$ cat src/rtl/imem_uart_loader_if.sv
// Instruction RAM write port driven by the boot loader.
interface imem_uart_loader_if;
  logic        we;
  logic [31:0] addr;
  logic [31:0] wdata;

  modport master (output we, addr, wdata);
  modport slave  (input  we, addr, wdata);
endinterface

$ cat src/rtl/imem_uart_loader.sv
// Boot loader: receives a framed program image over UART, writes big-endian words
// into instruction RAM and holds the core in reset until a checksum-verified load.
module imem_uart_loader #(
  parameter int unsigned CLKS_PER_BIT = 868,
  parameter int unsigned DEPTH        = 256,
  parameter int unsigned TIMEOUT_CYC  = 1000000
) (
  input  logic               i_clk,
  input  logic               i_rst,
  input  logic               i_uart_rx,
  imem_uart_loader_if.master o_imem,
  output logic               o_cpu_rst,
  output logic               o_load_done,
  output logic               o_load_err,
  output logic               o_busy
);

  localparam int unsigned CntW = $clog2(CLKS_PER_BIT + 1);
  localparam int unsigned TmoW = $clog2(TIMEOUT_CYC + 1);
  localparam logic [CntW-1:0] BitLast  = CntW'(CLKS_PER_BIT - 1);
  localparam logic [CntW-1:0] HalfLast = CntW'(CLKS_PER_BIT / 2 - 1);
  localparam logic [TmoW-1:0] TmoLast  = TmoW'(TIMEOUT_CYC);

  typedef enum logic [1:0] {RxIdle, RxStart, RxData, RxStop} rx_state_e;
  typedef enum logic [2:0] {StIdle, StLenLo, StData, StCksum, StDone, StErr} st_e;

  // Receiver state
  logic            r_rx_meta, r_rx_sync, r_rx_prev;
  rx_state_e       r_rx_state, w_rx_state_nxt;
  logic [CntW-1:0] r_clk_cnt, w_clk_cnt_nxt;
  logic [2:0]      r_bit_idx, w_bit_idx_nxt;
  logic [7:0]      r_rx_shift, w_rx_shift_nxt;
  logic            r_byte_valid, w_byte_valid_nxt;
  logic            r_frame_err, w_frame_err_nxt;

  // Frame state
  st_e             r_state, w_state_nxt;
  logic [7:0]      r_len_hi, w_len_hi_nxt;
  logic [15:0]     r_len, w_len_nxt;
  logic [15:0]     r_word_idx, w_word_idx_nxt;
  logic [1:0]      r_byte_idx, w_byte_idx_nxt;
  logic [23:0]     r_word, w_word_nxt;
  logic [7:0]      r_xor, w_xor_nxt;
  logic [TmoW-1:0] r_tmo_cnt, w_tmo_cnt_nxt;
  logic            r_we, w_we_nxt;
  logic [31:0]     r_addr, w_addr_nxt;
  logic [31:0]     r_wdata, w_wdata_nxt;
  logic            r_cpu_rst, w_cpu_rst_nxt;
  logic            r_done, w_done_nxt;
  logic            r_err, w_err_nxt;

  logic            w_frame_active;
  logic [15:0]     w_len;

  assign w_frame_active = (r_state == StLenLo) || (r_state == StData) || (r_state == StCksum);
  assign w_len          = {r_len_hi, r_rx_shift};

  // Synchronise the asynchronous serial line and keep one cycle of history for edge detection.
  always_ff @(posedge i_clk) begin
    if (i_rst) begin
      r_rx_meta <= 1'b1;
      r_rx_sync <= 1'b1;
      r_rx_prev <= 1'b1;
    end else begin
      r_rx_meta <= i_uart_rx;
      r_rx_sync <= r_rx_meta;
      r_rx_prev <= r_rx_sync;
    end
  end

  // Receiver next state: start-bit recheck at half bit, data and stop sampled at bit centres.
  always_comb begin
    w_rx_state_nxt   = r_rx_state;
    w_clk_cnt_nxt    = r_clk_cnt + CntW'(1);
    w_bit_idx_nxt    = r_bit_idx;
    w_rx_shift_nxt   = r_rx_shift;
    w_byte_valid_nxt = 1'b0;
    w_frame_err_nxt  = 1'b0;
    unique case (r_rx_state)
      RxIdle: begin
        w_clk_cnt_nxt = '0;
        // Once loaded the line is ignored entirely.
        if (r_rx_prev && !r_rx_sync && (r_state != StDone)) w_rx_state_nxt = RxStart;
      end
      RxStart: begin
        if (r_clk_cnt == HalfLast) begin
          w_clk_cnt_nxt  = '0;
          w_bit_idx_nxt  = '0;
          w_rx_state_nxt = r_rx_sync ? RxIdle : RxData;
        end
      end
      RxData: begin
        if (r_clk_cnt == BitLast) begin
          w_clk_cnt_nxt  = '0;
          w_rx_shift_nxt = {r_rx_sync, r_rx_shift[7:1]};
          w_bit_idx_nxt  = r_bit_idx + 3'd1;
          if (r_bit_idx == 3'd7) w_rx_state_nxt = RxStop;
        end
      end
      RxStop: begin
        if (r_clk_cnt == BitLast) begin
          w_clk_cnt_nxt    = '0;
          w_rx_state_nxt   = RxIdle;
          w_byte_valid_nxt = r_rx_sync;
          w_frame_err_nxt  = !r_rx_sync;
        end
      end
      default: w_rx_state_nxt = RxIdle;
    endcase
  end

  // Receiver state register.
  always_ff @(posedge i_clk) begin
    if (i_rst) begin
      r_rx_state   <= RxIdle;
      r_clk_cnt    <= '0;
      r_bit_idx    <= '0;
      r_rx_shift   <= '0;
      r_byte_valid <= 1'b0;
      r_frame_err  <= 1'b0;
    end else begin
      r_rx_state   <= w_rx_state_nxt;
      r_clk_cnt    <= w_clk_cnt_nxt;
      r_bit_idx    <= w_bit_idx_nxt;
      r_rx_shift   <= w_rx_shift_nxt;
      r_byte_valid <= w_byte_valid_nxt;
      r_frame_err  <= w_frame_err_nxt;
    end
  end

  // Frame parser next state: length, data words, checksum, plus error and timeout handling.
  always_comb begin
    w_state_nxt    = r_state;
    w_len_hi_nxt   = r_len_hi;
    w_len_nxt      = r_len;
    w_word_idx_nxt = r_word_idx;
    w_byte_idx_nxt = r_byte_idx;
    w_word_nxt     = r_word;
    w_xor_nxt      = r_xor;
    w_we_nxt       = 1'b0;
    w_addr_nxt     = r_addr;
    w_wdata_nxt    = r_wdata;
    w_cpu_rst_nxt  = r_cpu_rst;
    w_done_nxt     = r_done;
    w_err_nxt      = r_err;
    w_tmo_cnt_nxt  = (r_byte_valid || !w_frame_active) ? '0 : r_tmo_cnt + TmoW'(1);

    unique case (r_state)
      StIdle: begin
        if (r_byte_valid) begin
          w_len_hi_nxt = r_rx_shift;
          w_xor_nxt    = r_rx_shift;
          w_err_nxt    = 1'b0;
          w_state_nxt  = StLenLo;
        end else if (r_frame_err) begin
          w_err_nxt = 1'b1;
        end
      end
      StLenLo: begin
        if (r_frame_err) begin
          w_state_nxt = StErr;
          w_err_nxt   = 1'b1;
        end else if (r_byte_valid) begin
          w_len_nxt      = w_len;
          w_xor_nxt      = r_xor ^ r_rx_shift;
          w_word_idx_nxt = '0;
          w_byte_idx_nxt = '0;
          if (32'(w_len) > DEPTH) begin
            w_state_nxt = StErr;
            w_err_nxt   = 1'b1;
          end else if (w_len == 16'd0) begin
            w_state_nxt = StCksum;
          end else begin
            w_state_nxt = StData;
          end
        end else if (r_tmo_cnt == TmoLast) begin
          w_state_nxt = StErr;
          w_err_nxt   = 1'b1;
        end
      end
      StData: begin
        if (r_frame_err) begin
          w_state_nxt = StErr;
          w_err_nxt   = 1'b1;
        end else if (r_byte_valid) begin
          w_xor_nxt      = r_xor ^ r_rx_shift;
          w_word_nxt     = {r_word[15:0], r_rx_shift};
          w_byte_idx_nxt = r_byte_idx + 2'd1;
          if (r_byte_idx == 2'd3) begin
            w_we_nxt       = 1'b1;
            w_addr_nxt     = {14'd0, r_word_idx, 2'b00};
            w_wdata_nxt    = {r_word, r_rx_shift};
            w_word_idx_nxt = r_word_idx + 16'd1;
            if (r_word_idx == r_len - 16'd1) w_state_nxt = StCksum;
          end
        end else if (r_tmo_cnt == TmoLast) begin
          w_state_nxt = StErr;
          w_err_nxt   = 1'b1;
        end
      end
      StCksum: begin
        if (r_frame_err) begin
          w_state_nxt = StErr;
          w_err_nxt   = 1'b1;
        end else if (r_byte_valid) begin
          if (r_rx_shift == r_xor) begin
            w_state_nxt   = StDone;
            w_done_nxt    = 1'b1;
            w_cpu_rst_nxt = 1'b0;
          end else begin
            w_state_nxt = StErr;
            w_err_nxt   = 1'b1;
          end
        end else if (r_tmo_cnt == TmoLast) begin
          w_state_nxt = StErr;
          w_err_nxt   = 1'b1;
        end
      end
      StDone:  w_state_nxt = StDone;
      StErr:   w_state_nxt = StIdle;
      default: w_state_nxt = StIdle;
    endcase
  end

  // Frame parser state and registered outputs.
  always_ff @(posedge i_clk) begin
    if (i_rst) begin
      r_state    <= StIdle;
      r_len_hi   <= '0;
      r_len      <= '0;
      r_word_idx <= '0;
      r_byte_idx <= '0;
      r_word     <= '0;
      r_xor      <= '0;
      r_tmo_cnt  <= '0;
      r_we       <= 1'b0;
      r_addr     <= '0;
      r_wdata    <= '0;
      r_cpu_rst  <= 1'b1;
      r_done     <= 1'b0;
      r_err      <= 1'b0;
    end else begin
      r_state    <= w_state_nxt;
      r_len_hi   <= w_len_hi_nxt;
      r_len      <= w_len_nxt;
      r_word_idx <= w_word_idx_nxt;
      r_byte_idx <= w_byte_idx_nxt;
      r_word     <= w_word_nxt;
      r_xor      <= w_xor_nxt;
      r_tmo_cnt  <= w_tmo_cnt_nxt;
      r_we       <= w_we_nxt;
      r_addr     <= w_addr_nxt;
      r_wdata    <= w_wdata_nxt;
      r_cpu_rst  <= w_cpu_rst_nxt;
      r_done     <= w_done_nxt;
      r_err      <= w_err_nxt;
    end
  end

  assign o_imem.we    = r_we;
  assign o_imem.addr  = r_addr;
  assign o_imem.wdata = r_wdata;
  assign o_cpu_rst    = r_cpu_rst;
  assign o_load_done  = r_done;
  assign o_load_err   = r_err;
  assign o_busy       = w_frame_active || (r_rx_state != RxIdle);

endmodule

$ cat src/flat_wrapper.sv
// flat-port wrapper written by rule: the top's interface ports become plain ports
module imem_uart_loader_flat 
#(
  parameter int unsigned CLKS_PER_BIT = 868,
  parameter int unsigned DEPTH        = 256,
  parameter int unsigned TIMEOUT_CYC  = 1000000
)
  (i_clk, i_rst, i_uart_rx, o_cpu_rst, o_load_done, o_load_err, o_busy, o_imem_we, o_imem_addr, o_imem_wdata);
  imem_uart_loader_if o_imem_i ();
  input  logic i_clk;
  input  logic i_rst;
  input  logic i_uart_rx;
  output logic o_cpu_rst;
  output logic o_load_done;
  output logic o_load_err;
  output logic o_busy;
  output wire logic [$bits(o_imem_i.we)-1:0] o_imem_we;
  output wire logic [$bits(o_imem_i.addr)-1:0] o_imem_addr;
  output wire logic [$bits(o_imem_i.wdata)-1:0] o_imem_wdata;
  assign o_imem_we = o_imem_i.we;
  assign o_imem_addr = o_imem_i.addr;
  assign o_imem_wdata = o_imem_i.wdata;
  imem_uart_loader #(.CLKS_PER_BIT(CLKS_PER_BIT), .DEPTH(DEPTH), .TIMEOUT_CYC(TIMEOUT_CYC)) u_core (.i_clk(i_clk), .i_rst(i_rst), .i_uart_rx(i_uart_rx), .o_imem(o_imem_i), .o_cpu_rst(o_cpu_rst), .o_load_done(o_load_done), .o_load_err(o_load_err), .o_busy(o_busy));
endmodule
$ cat config.mk
export PLATFORM = sky130hd
export DESIGN_NAME = imem_uart_loader_flat
export DESIGN_NICKNAME = d
export VERILOG_FILES = /design/src/rtl/imem_uart_loader_if.sv /design/src/rtl/imem_uart_loader.sv /design/src/flat_wrapper.sv
export SDC_FILE = /design/constraint.sdc
export NUM_CORES = 1
export LEC_CHECK = 0
export BUFFER_PORTS_ARGS = -buffer_cell sky130_fd_sc_hd__clkbuf_2
export CORE_AREA = 2 2 128 130
export DETAILED_ROUTE_END_ITERATION = 10
export DIE_AREA = 0 0 130 132
export PLACE_DENSITY = 0.68
export SETUP_SLACK_MARGIN = 0.5
export SLEW_MARGIN = 20
export SYNTH_ARGS = -nofsm -noshare
export SYNTH_HDL_FRONTEND = slang
export SYNTH_SLANG_ARGS = --single-unit
$ cat constraint.sdc
create_clock -name i_clk -period 2.7 [get_ports i_clk]
set_clock_uncertainty 0.15 [all_clocks]
set_input_delay 0.27 -clock i_clk [delete_from_list [all_inputs] [get_ports i_clk]]
set_output_delay 0.27 -clock i_clk [all_outputs]
set_load 0.1 [all_outputs]
==> reports/results.ini <==
[timing]
fin_setup_tns_ns=0
setup_violations=0
rsz0062_at_grt=true
fmax_mhz=428
worst_pin_slew_ns=0.949
hold_violations=0
hold-worst-slack_ns=0.0738
fin_crit_ns=2.33
slew_violations=0
min_period_over_period_pct=86.4
max_slew_margin_pct=36.7

[grt]
grtUsageMet3_pct=4.38
top_usage_layer=met2
grt_pass1_vias=5870
grtUsageMet2_pct=32.3
gr-usage-met1_pct=28.5
grt_max_degree=95
antenna_found_initial=0
grt_overflow_total=0
grtUsageTotal_pct=20.6
grt_pass1_wl_mm=28.6

[critical_path]
end_kind=flop
crit_path_frequent_cell=or4_4
required_ns=2.90
cp_max_fo=3
crit_chain=or4_4 -> o21a_1 -> nor4_1 -> o22ai_1 -> or4_4 -> a211oi_2
arrival_ns=2.53
critPathMaxStageDelay_ns=0.53
start_kind=flop
reg2reg_depth=6
cp_slowest_cell=or4_4
criticalPathCategory=reg2reg

[floorplanning]
die_h_microns=132
initial_core_util_pct=49.7
ios=72
die_x_microns=130
placementRows=46
fp.dieArea_sq_um=17200
core-area_sq_um=15700

[power_and_ir_drop]
switchingPower_mw=1.16
p_leak_nw=3.40
clkPwrFrac_pct=46.8
power_density_nw_per_um2=564
irDropWorstVdd_mv=0.453
combPwrFrac_pct=2.9
p_int_mw=4.03
swShare_pct=22.4
p_seq_share_pct=50.3

[detailed_routing]
firstDrtPassIters=5
drc=0
avgViaCountPerCell=5.24
routed_wl_mm=17.5
drtAntennaViolNets=0
wl_per_cell_microns=13.9
vias=6616
dr.first_iter.drc_count=365

[min_path]
hold_path.class=in2reg
whs_path_depth=4

[cells_and_area]
drive_above_1_share_pct=17.2
fin_area_sq_um=9210
antenna_cells=0
layout_common_cells=nand2_1 (212), dfxtp_1 (167), a21oi_1 (120), nor2_1 (93), clkbuf_2 (53)
fin_nets=1045
mostFrequentLayoutCell=nand2_1
area_delta_synth_final_pct=17.8
final_cell_count_no_fill=1262
utilization_pct=58.6
fill_cells=1454

[clocking]
cts_tree=yes
cts_root_buf=clkbuf_16
clockBufferDepth=2
clkSlewWorstSetupHoldPaths_ns=0.06
ctsHtreeMaxLevel=4
insertion_delay_ns=0.42
cts.sink_count=177
numCtsBuffers=17

[job]
cap_violations=0

[placement]
portBuffers=55
placed_area_sq_um=8330
placed_cells=1216
routabilityCongestion=0.854
dp_hpwl_mm=11.6

[logic_synthesis]
synth_cell_types=60
synth.avg_cell_area_sq_um=8.02
synth_edf_count=0
yosysSeqAreaShare_pct=45.4
ys_warn_count=0
syn_inst=974
async_flop_share_pct=0
synth_seq_cells=177
ys.flop_type=dfxtp_1
netlist_area_sq_um=7810

[run_status]
status=finished, final reports clean

worst max-delay path, delay by kind of cell (launching register included):
family           cells  cell delay (ns)
AO/OA/AOI/OAI        3             0.50
flip-flops           1             0.35
AND/OR/NAND/NOR      3             1.26
per-layer routing:
metal | part of all wire [%] | routed length (microns)
met1 | 49 | 8570
met2 | 47 | 8170
met3 | 3.4 | 601
met4 | 1.1 | 193
met5 | 0 | 0
state kept, by name, indices dropped and copies added, names as in the netlist, 3 cells and up, named ones only:
name / flops
u_core.o_imem.addr: 16
u_core.o_imem.wdata: 32
u_core.r_word_idx: 16
u_core.r_clk_cnt: 10
u_core.r_word: 24
u_core.r_state: 3
u_core.r_len_hi: 8
u_core.r_rx_shift: 8
u_core.r_xor: 8
u_core.r_bit_idx: 3
u_core.r_len: 16
u_core.r_tmo_cnt: 20
cell usage after synthesis (all sizes together) (15+ instances only):
library cell / n / area [sq um]
dfxtp: 177 / 3540
mux2i: 16 / 160
nand4: 16 / 100
xnor2: 33 / 289
nand3: 18 / 90.1
a21oi: 122 / 611
nor2: 95 / 357
o21ai: 23 / 115
nor3: 15 / 75.1
nand2: 212 / 796
clkbuf: 49 / 185
inv: 16 / 60.1
xor2: 23 / 201
buf: 25 / 171
power groups by stage:
stage          logic [mW]  clock network, mW  registers [mW]
6_report            0.152               2.43            2.61
2_1_floorplan       0.159                  0            2.67
4_1_cts             0.152               2.48            2.61
5_1_grt             0.159               2.58            2.61
3_3_place_gp        0.151                  0            2.68
3_5_place_dp        0.151                  0            2.68
cell families (layout without fill, tap and decap cells):
family,Yosys count,count (layout),synth area share [%]
xor+xnor,56,56,6.28
compound gates,183,183,13.1
mux,17,17,2.19
flops,177,177,45.4
buf+inv,90,147,5.33
other cells,1,16,0.0480
simple gates,441,441,26.2
fa+ha+maj,9,9,1.44
area by class of cell:
cell class | count | area (sq um) | area share (%)
multi-input cells | 722 | 4090 | 44.4
flip-flops and latches | 177 | 3570 | 38.8
repair buffers | 99 | 629 | 6.84
clock buffers | 20 | 457 | 4.96
well taps | 216 | 270 | 2.94
clock inverters | 12 | 133 | 1.44
inverters | 16 | 60.1 | 0.652
metrics by stage:
step | worst slack [ns] | total power, mW
finish | 0.366 | 5.19
global route | 0.240 | 5.35
CTS | 0.337 | 5.24
detailed placement | 0.167 | 2.83
global placement | 0.215 | 2.83
floorplan | 0.401 | 2.83
worst paths after layout:
check                   start           endpoint  slack, ns
max           u_core.r_len[0]  u_core.r_state[0]       0.37
min                     i_rst  u_core.r_state[1]       0.07
max reg2reg   u_core.r_len[0]  u_core.r_state[0]       0.37
min reg2reg  u_core.r_rx_meta   u_core.r_rx_sync       0.26
what timing repair did:
item | in CTS | in global routing
pin swaps | 9 | 9
setup endpoints to repair | 58 | 86
setup buffers | 5 | 8
gates resized for setup | 24 | 24
hold buffers | 1 | 0
endpoints found under the hold margin | 1 | 0
(Power assumes the default switching activity.)
